## config.mk

```make
export PLATFORM = sky130hd
export DESIGN_NAME = seq_multiplier_flat
export DESIGN_NICKNAME = d
export VERILOG_FILES = /design/src/rtl/mult_pkg.sv /design/src/rtl/seq_multiplier_if.sv /design/src/rtl/mult_cond_neg.sv /design/src/rtl/seq_multiplier.sv /design/src/flat_wrapper.sv
export SDC_FILE = /design/constraint.sdc
export NUM_CORES = 1
export LEC_CHECK = 0
export CAP_MARGIN = 40
export CORE_ASPECT_RATIO = 1.1
export CORE_MARGIN = 2
export CORE_UTILIZATION = 60
export CTS_CLUSTER_SIZE = 8
export DETAILED_ROUTE_END_ITERATION = 8
export PLACE_DENSITY = 0.85
export SLEW_MARGIN = 15
export SYNTH_ARGS = -nofsm -noshare
export SYNTH_HDL_FRONTEND = slang
export SYNTH_HIERARCHICAL = 1
export SYNTH_SLANG_ARGS = --single-unit
```

## constraint.sdc

```tcl
create_clock -name clk -period 5.1 [get_ports clk]
set_input_delay 1.53 -clock clk [delete_from_list [all_inputs] [get_ports clk]]
set_output_delay 1.53 -clock clk [all_outputs]
set_load 0.02 [all_outputs]
```

## src/rtl/mult_pkg.sv

```systemverilog
// Shared definitions for the multiplier family: FSM encoding and conditional negate.
package mult_pkg;

    localparam logic [1:0] ST_IDLE = 2'd0;
    localparam logic [1:0] ST_CALC = 2'd1;
    localparam logic [1:0] ST_DONE = 2'd2;

    typedef enum logic [1:0] {
        IDLE = ST_IDLE,
        CALC = ST_CALC,
        DONE = ST_DONE
    } state_t;

    // Widest value the negate helper handles (2 * max operand width).
    localparam int unsigned NEG_W = 64;

    // Two's-complement negate when neg is set; callers truncate to their own width,
    // which is safe because the low bits of -x do not depend on the high bits.
    function automatic logic [NEG_W-1:0] cond_neg(input logic neg, input logic [NEG_W-1:0] x);
        return neg ? (~x + 64'd1) : x;
    endfunction

endpackage

```

## src/rtl/seq_multiplier_if.sv

```systemverilog
// Operand/result handshake bundle for seq_multiplier.
interface seq_multiplier_if #(
    parameter int unsigned WIDTH = 8
);
    logic               in_valid;
    logic               in_ready;
    logic [WIDTH-1:0]   a;
    logic [WIDTH-1:0]   b;
    logic               signed_mode;
    logic               out_valid;
    logic               out_ready;
    logic [2*WIDTH-1:0] p;
    logic               busy;

    modport master (
        output in_valid, a, b, signed_mode, out_ready,
        input  in_ready, out_valid, p, busy
    );

    modport slave (
        input  in_valid, a, b, signed_mode, out_ready,
        output in_ready, out_valid, p, busy
    );
endinterface

```

## src/rtl/mult_cond_neg.sv

```systemverilog
// Width-parametrised conditional two's-complement negate.
module mult_cond_neg
    import mult_pkg::*;
#(
    parameter int unsigned WIDTH = 8
) (
    input  logic             neg,
    input  logic [WIDTH-1:0] x,
    output logic [WIDTH-1:0] y
);

    // Negate through the shared helper, then keep only our width.
    always_comb begin
        y = WIDTH'(cond_neg(neg, NEG_W'(x)));
    end

endmodule

```

## src/rtl/seq_multiplier.sv

```systemverilog
// Iterative radix-2 shift-add multiplier, unsigned or signed per transaction.
// Signed operands are reduced to magnitudes, multiplied unsigned, and the sign reapplied.
module seq_multiplier
    import mult_pkg::*;
#(
    parameter int unsigned WIDTH = 8
) (
    input logic              clk,
    input logic              rst,
    seq_multiplier_if.slave  bus
);

    localparam int unsigned      CNT_W = $clog2(WIDTH + 1);
    localparam logic [CNT_W-1:0] LAST  = CNT_W'(WIDTH - 1);

    state_t             state;
    state_t             state_next;
    logic [WIDTH-1:0]   a_mag;
    logic [WIDTH-1:0]   b_mag;
    logic [WIDTH-1:0]   mcand;
    logic [WIDTH-1:0]   mplier;
    logic               neg;
    logic [CNT_W-1:0]   count;
    logic [2*WIDTH-1:0] acc;
    logic [2*WIDTH-1:0] acc_next;
    logic [2*WIDTH-1:0] p_final;
    logic [2*WIDTH-1:0] p_reg;
    logic [WIDTH:0]     sum;

    // Magnitudes of the incoming operands; -2^(W-1) maps to 2^(W-1), still fits unsigned.
    mult_cond_neg #(.WIDTH(WIDTH)) u_neg_a (
        .neg (bus.signed_mode & bus.a[WIDTH-1]),
        .x   (bus.a),
        .y   (a_mag)
    );

    mult_cond_neg #(.WIDTH(WIDTH)) u_neg_b (
        .neg (bus.signed_mode & bus.b[WIDTH-1]),
        .x   (bus.b),
        .y   (b_mag)
    );

    // Sign correction of the final accumulator value.
    mult_cond_neg #(.WIDTH(2 * WIDTH)) u_neg_p (
        .neg (neg),
        .x   (acc_next),
        .y   (p_final)
    );

    // One shift-add step: add into the upper half with carry, then shift right.
    always_comb begin
        sum      = {1'b0, acc[2*WIDTH-1:WIDTH]} + {1'b0, (mplier[0] ? mcand : '0)};
        acc_next = {sum, acc[WIDTH-1:1]};
    end

    // Next-state logic.
    always_comb begin
        state_next = state;
        unique case (state)
            IDLE:    if (bus.in_valid)  state_next = CALC;
            CALC:    if (count == LAST) state_next = DONE;
            DONE:    if (bus.out_ready) state_next = IDLE;
            default: state_next = IDLE;
        endcase
    end

    // State register.
    always_ff @(posedge clk or posedge rst) begin
        if (rst) begin
            state <= IDLE;
        end else begin
            state <= state_next;
        end
    end

    // Datapath registers: operand capture in IDLE, iteration in CALC, hold otherwise.
    always_ff @(posedge clk or posedge rst) begin
        if (rst) begin
            mcand  <= '0;
            mplier <= '0;
            neg    <= 1'b0;
            count  <= '0;
            acc    <= '0;
            p_reg  <= '0;
        end else begin
            unique case (state)
                IDLE: begin
                    if (bus.in_valid) begin
                        mcand  <= a_mag;
                        mplier <= b_mag;
                        neg    <= bus.signed_mode & (bus.a[WIDTH-1] ^ bus.b[WIDTH-1]);
                        count  <= '0;
                        acc    <= '0;
                    end
                end
                CALC: begin
                    acc    <= acc_next;
                    mplier <= mplier >> 1;
                    count  <= count + CNT_W'(1);
                    if (count == LAST) begin
                        p_reg <= p_final;
                    end
                end
                default: ;
            endcase
        end
    end

    assign bus.in_ready  = (state == IDLE);
    assign bus.out_valid = (state == DONE);
    assign bus.busy      = (state != IDLE);
    assign bus.p         = p_reg;

endmodule

```

## src/flat_wrapper.sv

```systemverilog
// flat-port wrapper written by rule: the top's interface ports become plain ports
module seq_multiplier_flat import mult_pkg::*;
#(
    parameter int unsigned WIDTH = 8
)
  (clk, rst, bus_in_valid, bus_a, bus_b, bus_signed_mode, bus_out_ready, bus_in_ready, bus_out_valid, bus_p, bus_busy);
  seq_multiplier_if #(.WIDTH(WIDTH)) bus_i ();
  input logic clk;
  input logic rst;
  input wire logic [$bits(bus_i.in_valid)-1:0] bus_in_valid;
  input wire logic [$bits(bus_i.a)-1:0] bus_a;
  input wire logic [$bits(bus_i.b)-1:0] bus_b;
  input wire logic [$bits(bus_i.signed_mode)-1:0] bus_signed_mode;
  input wire logic [$bits(bus_i.out_ready)-1:0] bus_out_ready;
  output wire logic [$bits(bus_i.in_ready)-1:0] bus_in_ready;
  output wire logic [$bits(bus_i.out_valid)-1:0] bus_out_valid;
  output wire logic [$bits(bus_i.p)-1:0] bus_p;
  output wire logic [$bits(bus_i.busy)-1:0] bus_busy;
  assign bus_i.in_valid = bus_in_valid;
  assign bus_i.a = bus_a;
  assign bus_i.b = bus_b;
  assign bus_i.signed_mode = bus_signed_mode;
  assign bus_i.out_ready = bus_out_ready;
  assign bus_in_ready = bus_i.in_ready;
  assign bus_out_valid = bus_i.out_valid;
  assign bus_p = bus_i.p;
  assign bus_busy = bus_i.busy;
  seq_multiplier #(.WIDTH(WIDTH)) u_core (.clk(clk), .rst(rst), .bus(bus_i));
endmodule
```

-- Word-level counts from Yosys, hierarchy flattened
Cells that the tools add are included.
W data, S select, Z words.
- bits in registers: 55
- latch bits: 0
- bits in writable memories: 0
- bits in read-only memories: 0
- input port bits: 21
- output and inout bits: 19
- logic and storage cells: 46
- memories: 0
- add/sub/neg operators: 5
- $mul: 0
- div/mod/pow operators: 0
- $lt $le $gt $ge: 0
- equal/unequal tests: 6
- shift-type cells: 0
- muxes and demuxes: 14
- bitwise operators: 7
- reductions and logical operators: 7
- operator list (operator ; number):
    $mux W16 ; 2
    $mux W8 ; 4
    $pmux W16 S2 ; 1
    $add A16 B1 Y16 const B ; 1
    $add A8 B1 Y8 const B ; 2
    $not A16 Y16 ; 1
    $not A8 Y8 ; 2
    $pmux W8 S2 ; 1
    $add A8 B8 Y9 ; 1
    $pmux W4 S2 ; 1
    $mux W2 ; 3
    $pmux W2 S3 ; 1
    $reduce_and A2 Y1 ; 3
    $add A4 B1 Y4 const B ; 1
    $eq A4 B3 Y1 const B ; 1
    $mux W4 ; 1
    $ne A2 B2 Y1 const B ; 2
    $reduce_bool A2 Y1 ; 2
    $and A1 B1 Y1 ; 3
    $reduce_and A3 Y1 ; 1
    $eq A2 B1 Y1 const B ; 1
    $eq A2 B2 Y1 const B ; 1
    $logic_not A2 Y1 ; 1
    $ne A2 B1 Y1 const B ; 1
    $xor A1 B1 Y1 ; 1

-- Logic depth before layout (Yosys ltp)
- depth in word-level cells: 5
- gate-level depth with buffers: 12
- gate-level depth less buffers: 12

-- By module
Netlist, hierarchy kept.
- modules (own cells, without submodules) (module ; instances ; cells an instance ; area an instance (µm²) ; seq. area each (µm²)):
    seq_multiplier ; 1 ; 223 ; 2585.0 ; 1351.3
    mult_cond_neg at u_core.u_neg_p ; 1 ; 48 ; 355.3 ; 0.0
    mult_cond_neg at u_core.u_neg_a ... ; 2 ; 21 ; 171.4 ; 0.0

-- Least setup slack after synthesis
Ideal clock, no wire load.
- kind: reg2reg
- start: register u_core.mplier[0]
- end: register u_core.p_reg[15], in the netlist u_core/bus.p[15]
- library setup time: 0.125 ns
- arrival: 2.656 ns
- required time: 4.975 ns
- path slack: 2.319 ns
- cell stages (with the launch flop): 13
- path buffers: 0
- period minus slack after synthesis: 2.781 ns
- cell sequence: dfrtp_1 and2_1 ha_1 fa_1 a211oi_1 o21bai_1 a211oi_1 nor2_1 nor2_1 nand3_1 o31ai_2 xnor2_1 mux2_2
- cells in the longest elaborated chain, start to end: 5
- RTL lines (element ; RTL line ; text):
    start, declared ; seq_multiplier.sv:21 ; logic [WIDTH-1:0] mplier;
    start signal, assigned ; seq_multiplier.sv:90 ; mplier <= b_mag;
    start signal, assigned ; seq_multiplier.sv:98 ; mplier <= mplier >> 1;
    $mux W8 ; seq_multiplier.sv:52 ; sum = {1'b0, acc[2*WIDTH-1:WIDTH]} + {1'b0, (mplier[0] ? mcand : '0)};
    $add A8 B8 Y9 ; seq_multiplier.sv:52 ;
    via u_core.sum[6] ; seq_multiplier.sv:28 ; logic [WIDTH:0] sum;
    $not A16 Y16 ; mult_pkg.sv:20 ; return neg ? (~x + 64'd1) : x;
    $add A16 B1 Y16 ; mult_pkg.sv:20 ;
    $mux W16 ; mult_pkg.sv:20 ;
    via u_core.p_final[15] ; seq_multiplier.sv:26 ; logic [2*WIDTH-1:0] p_final;
    end signal, assigned ; seq_multiplier.sv:101 ; p_reg <= p_final;
    end, declared ; seq_multiplier.sv:27 ; logic [2*WIDTH-1:0] p_reg;
The timed path passes the listed nets, and every way through them passes these cells.
A chain may end at the register's enable or synchronous reset.

-- Worst setup path after layout
- start: register u_core.state[0]
- end: output bus_in_ready
- cells in the longest elaborated chain, start to end: 1
- RTL lines (element ; RTL line ; text):
    start, declared ; seq_multiplier.sv:16 ; state_t state;
    start signal, assigned ; seq_multiplier.sv:72 ; state <= state_next;
    $logic_not A2 Y1 ; seq_multiplier.sv:109 ; assign bus.in_ready = (state == IDLE);
    end, declared ; flat_wrapper.sv:15 ; output wire logic [$bits(bus_i.in_ready)-1:0] bus_in_ready;
No other way between the ends.

==> results.txt <==
----------------------------------------------------
[Detailed routing]
  Drt wl/cell ... ~14 um
  Final WL ... between 5000 and 6000 um
  Via count normalized by instance count ... approximately 5.6
  Post-route DRC violation count ... 0
  Routed via count ... 2378
  Residual antenna-violating net count after detailed routing ... 0
  Initial detailed-routing violation count ... around 130
  DRT Pass-1 Iters ... 4

[STA]
  Setup Total Neg Slack ... 0 ns
  Maximum clock frequency ... 292 MHz
  Tightest slew margin relative to the limit ... around 45%
  Endpoints failing hold ... 0
  Final period util ... 67.2%
  Max Clock Skew ... 0.00919 ns
  Fin. max-slew vios ... 0
  PnR worst setup slack ... 1.67 ns
  Transition time at the pin with the least slew margin ... 0.827 ns
  WHS ... around 0.49 ns
  Setup repair after global routing missed its margin ... false
  Final setup violating endpoints ... 0
  Shortest period the worst path allows ... 3.43 ns

[Clock network]
  Post-CTS setup-driven buffer insertion count ... 0
  Post-cts repair resize count ... 0
  Clock Latency Late Sink ... 0.31 ns
  CTS max path bufs ... 2
  Cts-stage hold buffer count ... 0
  Clock Sinks ... 54
  Clock slew seen by the registers of the worst setup and hold paths ... ~0.090 ns
  CTS tree ... yes
  Clock buffers created by TritonCTS ... 5
  CTS H-Tree Depth ... 2
  Clock tree root driver cell ... clkbuf_8

[Status]
  Result of the run ... finished clean

[Job]
  Total of max-cap violations ... 0

[Place]
  Weighted congestion at the end of routability-driven global placement ... 0.793
  Placed wire-length estimate ... 4250 um
  Worst Setup Slack post-DPL ... 1.69 ns
  Post-DP Area ... 3710 um^2
  Buffers added on ports ... 39

[Die]
  Total Die Area ... 6080 um^2
  Die Y-Extent ... 81.6 um
  Row Count ... 28
  Placeable core region ... 5330 um^2
  Die outline width ... 74.5 um
  Initial Utilization ... 61.7%
  Count of pins on the block boundary ... 40

[Worst setup path]
  Top fanout value on the critical path ... 20
  Critical path arrival ... about 1.9 ns
  Peak per-stage delay on the critical path ... 0.59 ns
  Startpoint Class ... flop
  Worst Setup Path Type ... flop to output pin
  Slowest library cell on the worst path ... clkdlybuf4s50_1
  Critical path buffer and inverter count ... 2
  Reg2Reg Setup Slack ... 1.85 ns
  Required time of the worst setup path ... 3.57 ns
  Critical path capture point type ... output pin
  Top delay family on crit path ... buffers and inverters
  Critical path, cell by cell ... or2_2 > inv_1 > clkdlybuf4s50_1

[Synth]
  Most numerous cell in the Yosys netlist ... dfrtp_1
  Main flop type after synthesis ... dfrtp_1
  Commonest cells post-synth ... dfrtp_1 (54), nand2_1 (29), xnor2_1 (29)
  Biggest area contributors in the synthesized netlist ... dfrtp_1 (41%), xnor2_1 (7.7%), mux2_1 (5.1%)
  Area share of the largest cell type after synthesis ... 41.2%
  Proportion of register bits with asynchronous set or reset after synthesis ... 100%
  Number of enable-type register cells in the synthesized netlist ... 0
  Post-synthesis cell type count ... 43
  Sequential fraction of the synthesis area ... 41.2%
  Average cell area after synthesis ... 10.5 um^2
  Synthesized area ... about 3300 um^2
  Syn nets ... 347
  Number of warnings reported in the yosys synthesis log ... 6
  Post-synth top area cell ... dfrtp_1
  Number of cells produced by synthesis ... 313
  Flip-flop and latch count after synthesis ... 54

[GRT]
  First-pass GRT wire length ... 10100 um
  Total global routing track utilization ... 21.1%
  Via count of the first global-routing pass ... between 2000 and 2500
  Gr ovfl total ... 0
  Maximum number of pins on one net before global-route repair ... 38
  Antenna violations before repair ... 0

[Layout]
  Fraction of final layout cells with drive strength greater than 1 ... a little under an eighth
  Layout fillers ... 437
  Layout overhead on the synthesized area ... 16.4%
  Nets ... 381
  Antenna diode instance count ... 0
  Core utilization of the finished layout ... 71.8%
  Final instance area ... 3820 um^2
  Largest register FFs ... 16

[Hold path]
  Kind of path behind the tightest hold check ... flop to flop

[Power]
  Highest ir drop seen on vdd ... between 0.2 and 0.25 mV
  Leakage ... 1.67 nW
  PD cells ... around 580 nW/um^2

----------------------------------------------------
layout make-up:
class / count / area, um^2 / share of cell area [%]
Multi-Input combinational cell: 233 / 1800 / 47.0
Sequential cell: 54 / 1350 / 35.4
Timing Repair Buffer: 42 / 425 / 11.1
Tap cell: 75 / 93.8 / 2.46
Clock buffer: 5 / 68.8 / 1.80
Clock inverter: 3 / 45.0 / 1.18
Inverter: 11 / 41.3 / 1.08
cell usage in the layout (no fill, tap or decap), types with 10 or more instances in the layout:
| cell | count |
|---|---|
| dfrtp_1 | 54 |
| clkdlybuf4s50_1 | 39 |
| nand2_1 | 29 |
| xnor2_1 | 29 |
| o21ai_0 | 23 |
| mux2_1 | 15 |
| a21oi_1 | 12 |
| ha_1 | 12 |
| and2_1 | 11 |
| inv_1 | 10 |
| a22o_1 | 10 |
logic make-up after synthesis:
logic type,Yosys count,share of synthesized area (%)
mux,24,8.46
simple gates,86,15.5
flops,54,41.2
fa+ha+maj,13,5.18
compound gates,78,17.0
xor+xnor,32,8.54
buf+inv,26,4.15
metal layers:
layer | up-vias | routed length (um) | share of wire (%) | global-route usage, %
met5 | - | 0 | 0 | 0
met4 | 0 | 68 | 1.2 | 6.07
met3 | 6 | 199 | 3.4 | 3.68
met2 | 50 | 2910 | 50 | 37.3
met1 | 1148 | 2620 | 45 | 26.4
li1 | 1174 | - | - | -
through the flow:
stage	power (mW)	cells
finish	2.22	423
global route	2.39	423
CTS	2.23	423
detailed placement	1.94	415
global placement	1.89	414
floorplan	1.63	313
worst paths after layout:
kind	endpoint	cells past startpoint	from
worst min register to register	u_core/bus.p[7]	1	u_core/bus.p[7]
max in group asynchronous	u_core/bus.p[13]	3	rst
min in group asynchronous	u_core/acc[1]	2	rst
worst max register to register	u_core/bus.p[15]	12	u_core/mplier[0]
worst min-delay path	u_core/bus.p[7]	1	u_core/bus.p[7]
worst max-delay path	bus_in_ready	3	u_core/state[0]
power by group:
| group | total (mW) | internal [mW] | switching (mW) |
|---|---|---|---|
| combinational | 1.15 | 0.560 | 0.588 |
| clock | 0.288 | 0.146 | 0.142 |
| sequential | 0.788 | 0.616 | 0.172 |
worst register-to-register path: stages (launching register included):
cell and delay, ns:
dfrtp_1 0.46, and2_1 0.19, ha_1 0.22, fa_1 0.43, a211oi_1 0.39, o21bai_1 0.14
a211oi_1 0.34, nor2_1 0.14, nor2_1 0.11, nand3_1 0.13, o31ai_2 0.27, xnor2_1 0.08
mux2_2 0.26
Note: power is estimated with default switching activity, not from simulation.
==> RTL edit 1: new RTL, same flow settings <==
Make the reset (`rst`) synchronous in 2 clocked blocks.
--- a/src/rtl/seq_multiplier.sv
+++ b/src/rtl/seq_multiplier.sv
@@ -67,3 +67,3 @@
     // State register.
-    always_ff @(posedge clk or posedge rst) begin
+    always_ff @(posedge clk) begin
         if (rst) begin
@@ -76,3 +76,3 @@
     // Datapath registers: operand capture in IDLE, iteration in CALC, hold otherwise.
-    always_ff @(posedge clk or posedge rst) begin
+    always_ff @(posedge clk) begin
         if (rst) begin
Check against the original RTL: differs if rst is asserted again (counterexample within 4 cycles, from zero or initial values and one cycle with rst high); with rst held inactive, the same outputs for 4 cycles.
==> RTL edit 1 against the original RTL <==
  * Routed wire length increased by 4.3%
  * Final area decreased by 6.0%
  * Worst hold slack lost 0.034 ns
  * Die area is 5.4% lower
  * Critical path depth fell by 1
  * Cell count grew 13%
  * Worst setup slack better by 0.29 ns
  * Area after synthesis down 5.7%
  * Non-clock buffer count is 1 higher
  * Sequential cell count unchanged
  * Critical endpoint unchanged
Power is not compared: it rests on default switching activity, and its combinational part moved more than twofold at a synthesized area within 25%.
==> RTL edit 1: results (changes against the original RTL) <==
| Metric | Value |
|---|---|
| Result of the run | `finished clean` |
| H-tree depth | `2 (unchanged)` |
| Worst path arrival time | `1.60 ns (-0.30 ns)` |
| GRT met2 Usage | `0.426 (+0.0522)` |
| Number of buffers inserted during clock tree synthesis | `5 (unchanged)` |
| Hold Path Stages | `2 (+1)` |
| Wire length of the first global-routing pass | `10400 um (+3.2%)` |
| Final Hold Vio Count | `0 (unchanged)` |
| Start of the worst register-to-register path | `u_core/mplier[0]` |
| Number of warnings issued by yosys | `6 (unchanged)` |
| Clk Latency, worst-skew pair | `0.32 ns` |
| Class of the tightest hold or removal check | `register to register` |
| Vias in the first global route | `2490 (+12%)` |
| Top post-synthesis cells by area | `dfxtp_1 35%, nand2_1 9.7%, xnor2_1 7.9%, a21oi_1 7.3%, ha_1 4.8%` |
| Ratio of cells with drive above 1 in the final layout | `0.0861 (-0.0288)` |
| Async S/R FF share, synth | `0 (-1.00)` |
| Antenna violations before repair | `0 (unchanged)` |
| Number of different library cells in the post-synthesis netlist | `47 (+9.3%)` |
| Number of cells in the finished layout apart from fillers | `476 (+13%)` |
| Endpoint of the worst hold-timing path | `u_core/mcand[5]` |
| Ant. Diodes | `0 (unchanged)` |
| Number of port buffers | `39 (unchanged)` |
| Maximum ir drop on the vdd rail | `~0.00013 V` |
| Max-slew headroom at the worst pin | `0.585 (+0.138)` |
| Top cells by count, synth | `80 x nand2_1, 54 x dfxtp_1, 45 x a21oi_1, 34 x nor2_1, 28 x xnor2_1` |
| Clock tree root driver cell | `clkbuf_8` |
| Syn Nets | `422 (+22%)` |
| Total number of vias | `2653 (+12%)` |
| Largest net degree at the start of global routing | `34 (-11%)` |
| Placed cells | `468 (+13%)` |
| Total of cells resized after clock tree synthesis | `0 (unchanged)` |
| Length in cells of the worst reg-to-reg path | `12 (unchanged)` |
| Number of detailed-routing iterations run before antenna repair | `4 (unchanged)` |
| Routing usage on met1 | `0.235 (-0.0291)` |
| Total wire length after detailed routing | `6040 um (+4.3%)` |
| Worst min-delay path startpoint | `u_core/mcand[5]` |
| Post-place setup slack | `1.90 ns (+0.208 ns)` |
| Average size of a mapped cell | `7.98 um^2 (-24%)` |
| Worst setup skew after layout | `0.00694 ns (-0.00225 ns)` |
| Largest register FFs | `16 (unchanged)` |
| Total routing usage reported by global routing | `0.223 (+0.0115)` |
| RePlAce Congestion | `0.826 (+4.1%)` |
| Final-stage net count | `451 (+18%)` |
| Final HPWL from detailed placement | `4490 um (+5.8%)` |
| Highest net fanout along the worst path | `6 (-70%)` |
| Clk pin slew, worst setup/hold paths | `0.10 ns` |
| Number of buffers inserted by post-CTS setup repair | `0 (unchanged)` |
| Static leakage power | `around 1.4 nW` |
| Sequential share of the synthesized area | `0.349 (-0.0625)` |
| Standard cell core area | `0.00500 mm^2 (-6.1%)` |
| Reg-to-reg setup timing slack | `2.10 ns (+0.25 ns)` |
| Most used flip-flop cell after synthesis | `dfxtp_1` |
| End of the worst register-to-register path | `u_core/bus.p[14]` |
| Iteration-0 DRC count of the detailed router | `138 (+9.5%)` |
| Met3 GRT Util | `0.0381 (+0.00126)` |
==> RTL edit 1: cell types whose count changed after synthesis, sizes merged, moves of 24 or more <==
| cell | before | now |
|---|---|---|
| nand2 | 31 | 82 |
| mux2 | 24 | 0 |
| dfxtp | 0 | 54 |
| dfrtp | 54 | 0 |
| nor2 | 7 | 34 |
| a21oi | 12 | 46 |
==> RTL edit 1: power by group <==
group          total [mW]  switching [mW]  internal, mW
combinational       0.119          0.0663        0.0531
sequential          0.443         0.00928         0.434
clock               0.240           0.144        0.0967
total               0.803           0.219         0.584
==> RTL edit 1: cell type report <==
cell class | instances | area [um^2]
multi-input cells | 306 | 1870
fillers | 425 | 1410
flip-flops and latches | 54 | 1080
repair buffers | 43 | 450
well taps | 58 | 72.6
clock buffers | 5 | 68.8
inverters | 7 | 26.3
clock inverters | 3 | 21.3
==> RTL edit 1: worst max-delay path by stage <==
stage               slack (ns)  depth (start not counted)             from               end
CTS                       1.96                          2  u_core/state[0]      bus_in_ready
global placement          1.82                          5     bus_in_valid   u_core/count[3]
global route              1.86                          2  u_core/state[0]      bus_in_ready
finish                    1.97                          2  u_core/state[0]      bus_in_ready
detailed placement        1.90                          6         bus_b[7]  u_core/mplier[4]
floorplan                 2.48                          5         bus_b[1]  u_core/mplier[5]
==> RTL edit 1: critical path, cell delays in order (launching register included) <==
cell             delay, ns
dfxtp_1               0.36
nor2_1                0.26
clkdlybuf4s50_1       0.66
==> RTL edit 1: cell families after synthesis <==
family                   synth area share
XOR/XNOR                           0.0933
AO/OA/AOI/OAI                       0.179
buffers and inverters              0.0461
flip-flops                          0.349
AND/OR/NAND/NOR                     0.277
adder cells (fa/ha/maj)            0.0549
==> RTL edit 1: per-stage QoR <==
step                      hold slack, ns  total power [mW]  cell area, um^2
after global placement             0.439             0.563             3450
after floorplan                    0.432             0.532             3100
after CTS                          0.458             0.808             3590
after global routing               0.469             0.843             3590
final                              0.455             0.803             3590
after detailed placement           0.445             0.573             3500
==> RTL edit 1: per-layer routing <==
metal	vias to the layer above	wire, um
li1	1373	-
met3	14	251
met1	1202	2460
met5	-	0
met4	0	168
met2	64	3160
==> RTL edit 2: new RTL, same settings <==
Without the edit above. `WIDTH` is set to 8 in 4 places; all go to 16.
--- a/src/rtl/seq_multiplier_if.sv
+++ b/src/rtl/seq_multiplier_if.sv
@@ -2,3 +2,3 @@
 interface seq_multiplier_if #(
-    parameter int unsigned WIDTH = 8
+    parameter int unsigned WIDTH = 16
 );
--- a/src/rtl/mult_cond_neg.sv
+++ b/src/rtl/mult_cond_neg.sv
@@ -4,3 +4,3 @@
 #(
-    parameter int unsigned WIDTH = 8
+    parameter int unsigned WIDTH = 16
 ) (
--- a/src/rtl/seq_multiplier.sv
+++ b/src/rtl/seq_multiplier.sv
@@ -5,3 +5,3 @@
 #(
-    parameter int unsigned WIDTH = 8
+    parameter int unsigned WIDTH = 16
 ) (
--- a/src/flat_wrapper.sv
+++ b/src/flat_wrapper.sv
@@ -3,3 +3,3 @@
 #(
-    parameter int unsigned WIDTH = 8
+    parameter int unsigned WIDTH = 16
 )
Interface: changed (resized bus_a, bus_b and bus_p); port bits go from 40 to 72. No check against the original RTL was run, so the function may have changed too.
==> RTL edit 2 against the original RTL <==
  * Synthesized cell count increased by 100%
  * Non-clock buffer count is 36 higher
  * Final area rose by 99%
  * Total power is 97% higher
  * Clock skew hardly changed
  * Critical path type is now register to register
  * Critical endpoint is now u_core/bus.p[30]
  * Sequential cell count up 49
  * Register-to-register slack got worse by 0.61 ns
  * Sequential power increased by 88%
  * First-iteration DRC count rose to 3.5 times the old value
  * Worst setup slack worse by 0.43 ns
  * Global-route usage up 3.5 points
  * Highest routed layer unchanged
  * Largest cell class unchanged
  * Routed wire length is 140% higher
  * Area after synthesis grew 98%
  * Core utilization up 0.75 points
==> RTL edit 2: results (changes against the original RTL) <==
| Metric | Value |
|---|---|
| Cell with the largest stage delay on the worst path | `o41ai_1` |
| Fill count | `746 (+71%)` |
| Number of port buffers | `71 (+82%)` |
| Hold slack | `0.491 ns (+0.00202 ns)` |
| Sequential share of the synthesized area | `0.396 (-0.0151)` |
| Area share of fa/ha/maj cells after synthesis | `0.0435 (-0.00833)` |
| Largest net degree at the start of global routing | `51 (+34%)` |
| Number of vias per cell | `6.08 (+8.2%)` |
| Hold Path Stages | `2 (+1)` |
| Result of the run | `finished clean` |
| Area share of xor/xnor cells in the synthesized design | `0.0968 (+0.0114)` |
| Vias in the first global route | `4970 (+120%)` |
| Worst min-delay path startpoint | `u_core/count[4]` |
| Iteration-0 DRC count of the detailed router | `436 (+250%)` |
| Worst path arrival time | `4.10 ns (+2.20 ns)` |
| Endpoint of the worst hold-timing path | `u_core/count[4]` |
| Final HPWL from detailed placement | `9780 um (+130%)` |
| Wire length of the first global-routing pass | `23200 um (+130%)` |
| RePlAce Congestion | `0.934 (+18%)` |
| Peak per-stage delay on the critical path | `0.55 ns (-0.04 ns)` |
| Average routed wire per standard cell | `16.4 um (+20%)` |
| Multiplexer share of the synthesized area | `0.0862 (+0.00162)` |
| Clk pin slew, worst setup/hold paths | `0.07 ns (-0.02 ns)` |
| Number of different library cells in the post-synthesis netlist | `63 (+47%)` |
| Final-stage net count | `751 (+97%)` |
| Top post-synthesis cells by area | `dfrtp_1 40%, mux2_2 8.3%, xnor2_1 7.3%, ha_1 4.0%, o21ai_0 3.3%` |
| Ratio of cells with drive above 1 in the final layout | `0.151 (+0.0357)` |
| Average size of a mapped cell | `10.2 um^2 (-2.4%)` |
| Placed cells | `823 (+98%)` |
| H-tree depth | `3 (+1)` |
[RTL edit 2: cells by family (layout without fill, tap and decap cells)]
family                     Yosys count  count (layout)
adders and majority gates           22              22
AOI/OAI and AO/OA                  173             173
xor gates and xnor gates            71              71
muxes                               50              50
DFF                                103             103
and+or+nand+nor                    169             169
buffers and inverters               47             109
[RTL edit 2: how the worst max path moves through the flow]
stage                                 from          endpoint  slack [ns]  cells past startpoint
after floorplan                        rst    u_core/acc[10]        0.87                      1
after CTS                 u_core/mplier[0]  u_core/bus.p[30]        1.26                     12
after detailed placement      bus_in_valid    u_core/acc[25]        1.21                      4
final                     u_core/mplier[0]  u_core/bus.p[30]        1.24                     12
after global placement        bus_in_valid    u_core/acc[25]        1.28                      4
after global routing      u_core/mplier[0]  u_core/bus.p[25]        0.86                     13
[RTL edit 2: cell type report]
class,instances,share of cell area
flip-flops and latches,103,0.339
clock buffers,10,0.0314
clock inverters,6,0.00576
repair buffers,78,0.102
inverters,15,0.00773
well taps,143,0.0235
multi-input cells,485,0.490
[RTL edit 2: routing by layer]
| metal | global-route usage | up-vias | wire length [um] |
|---|---|---|---|
| met5 | 0 | - | 0 |
| met4 | 0.0886 | 0 | 229 |
| met1 | 0.334 | 2491 | 6090 |
| met2 | 0.407 | 157 | 6900 |
| met3 | 0.0284 | 20 | 549 |
| li1 | - | 2442 | - |
[RTL edit 2: report_power, final]
part	internal (mW)	switching, mW	total [mW]
clock network	0.347	0.305	0.652
registers	1.17	0.316	1.48
logic	1.06	1.18	2.24
total	2.57	1.80	4.37
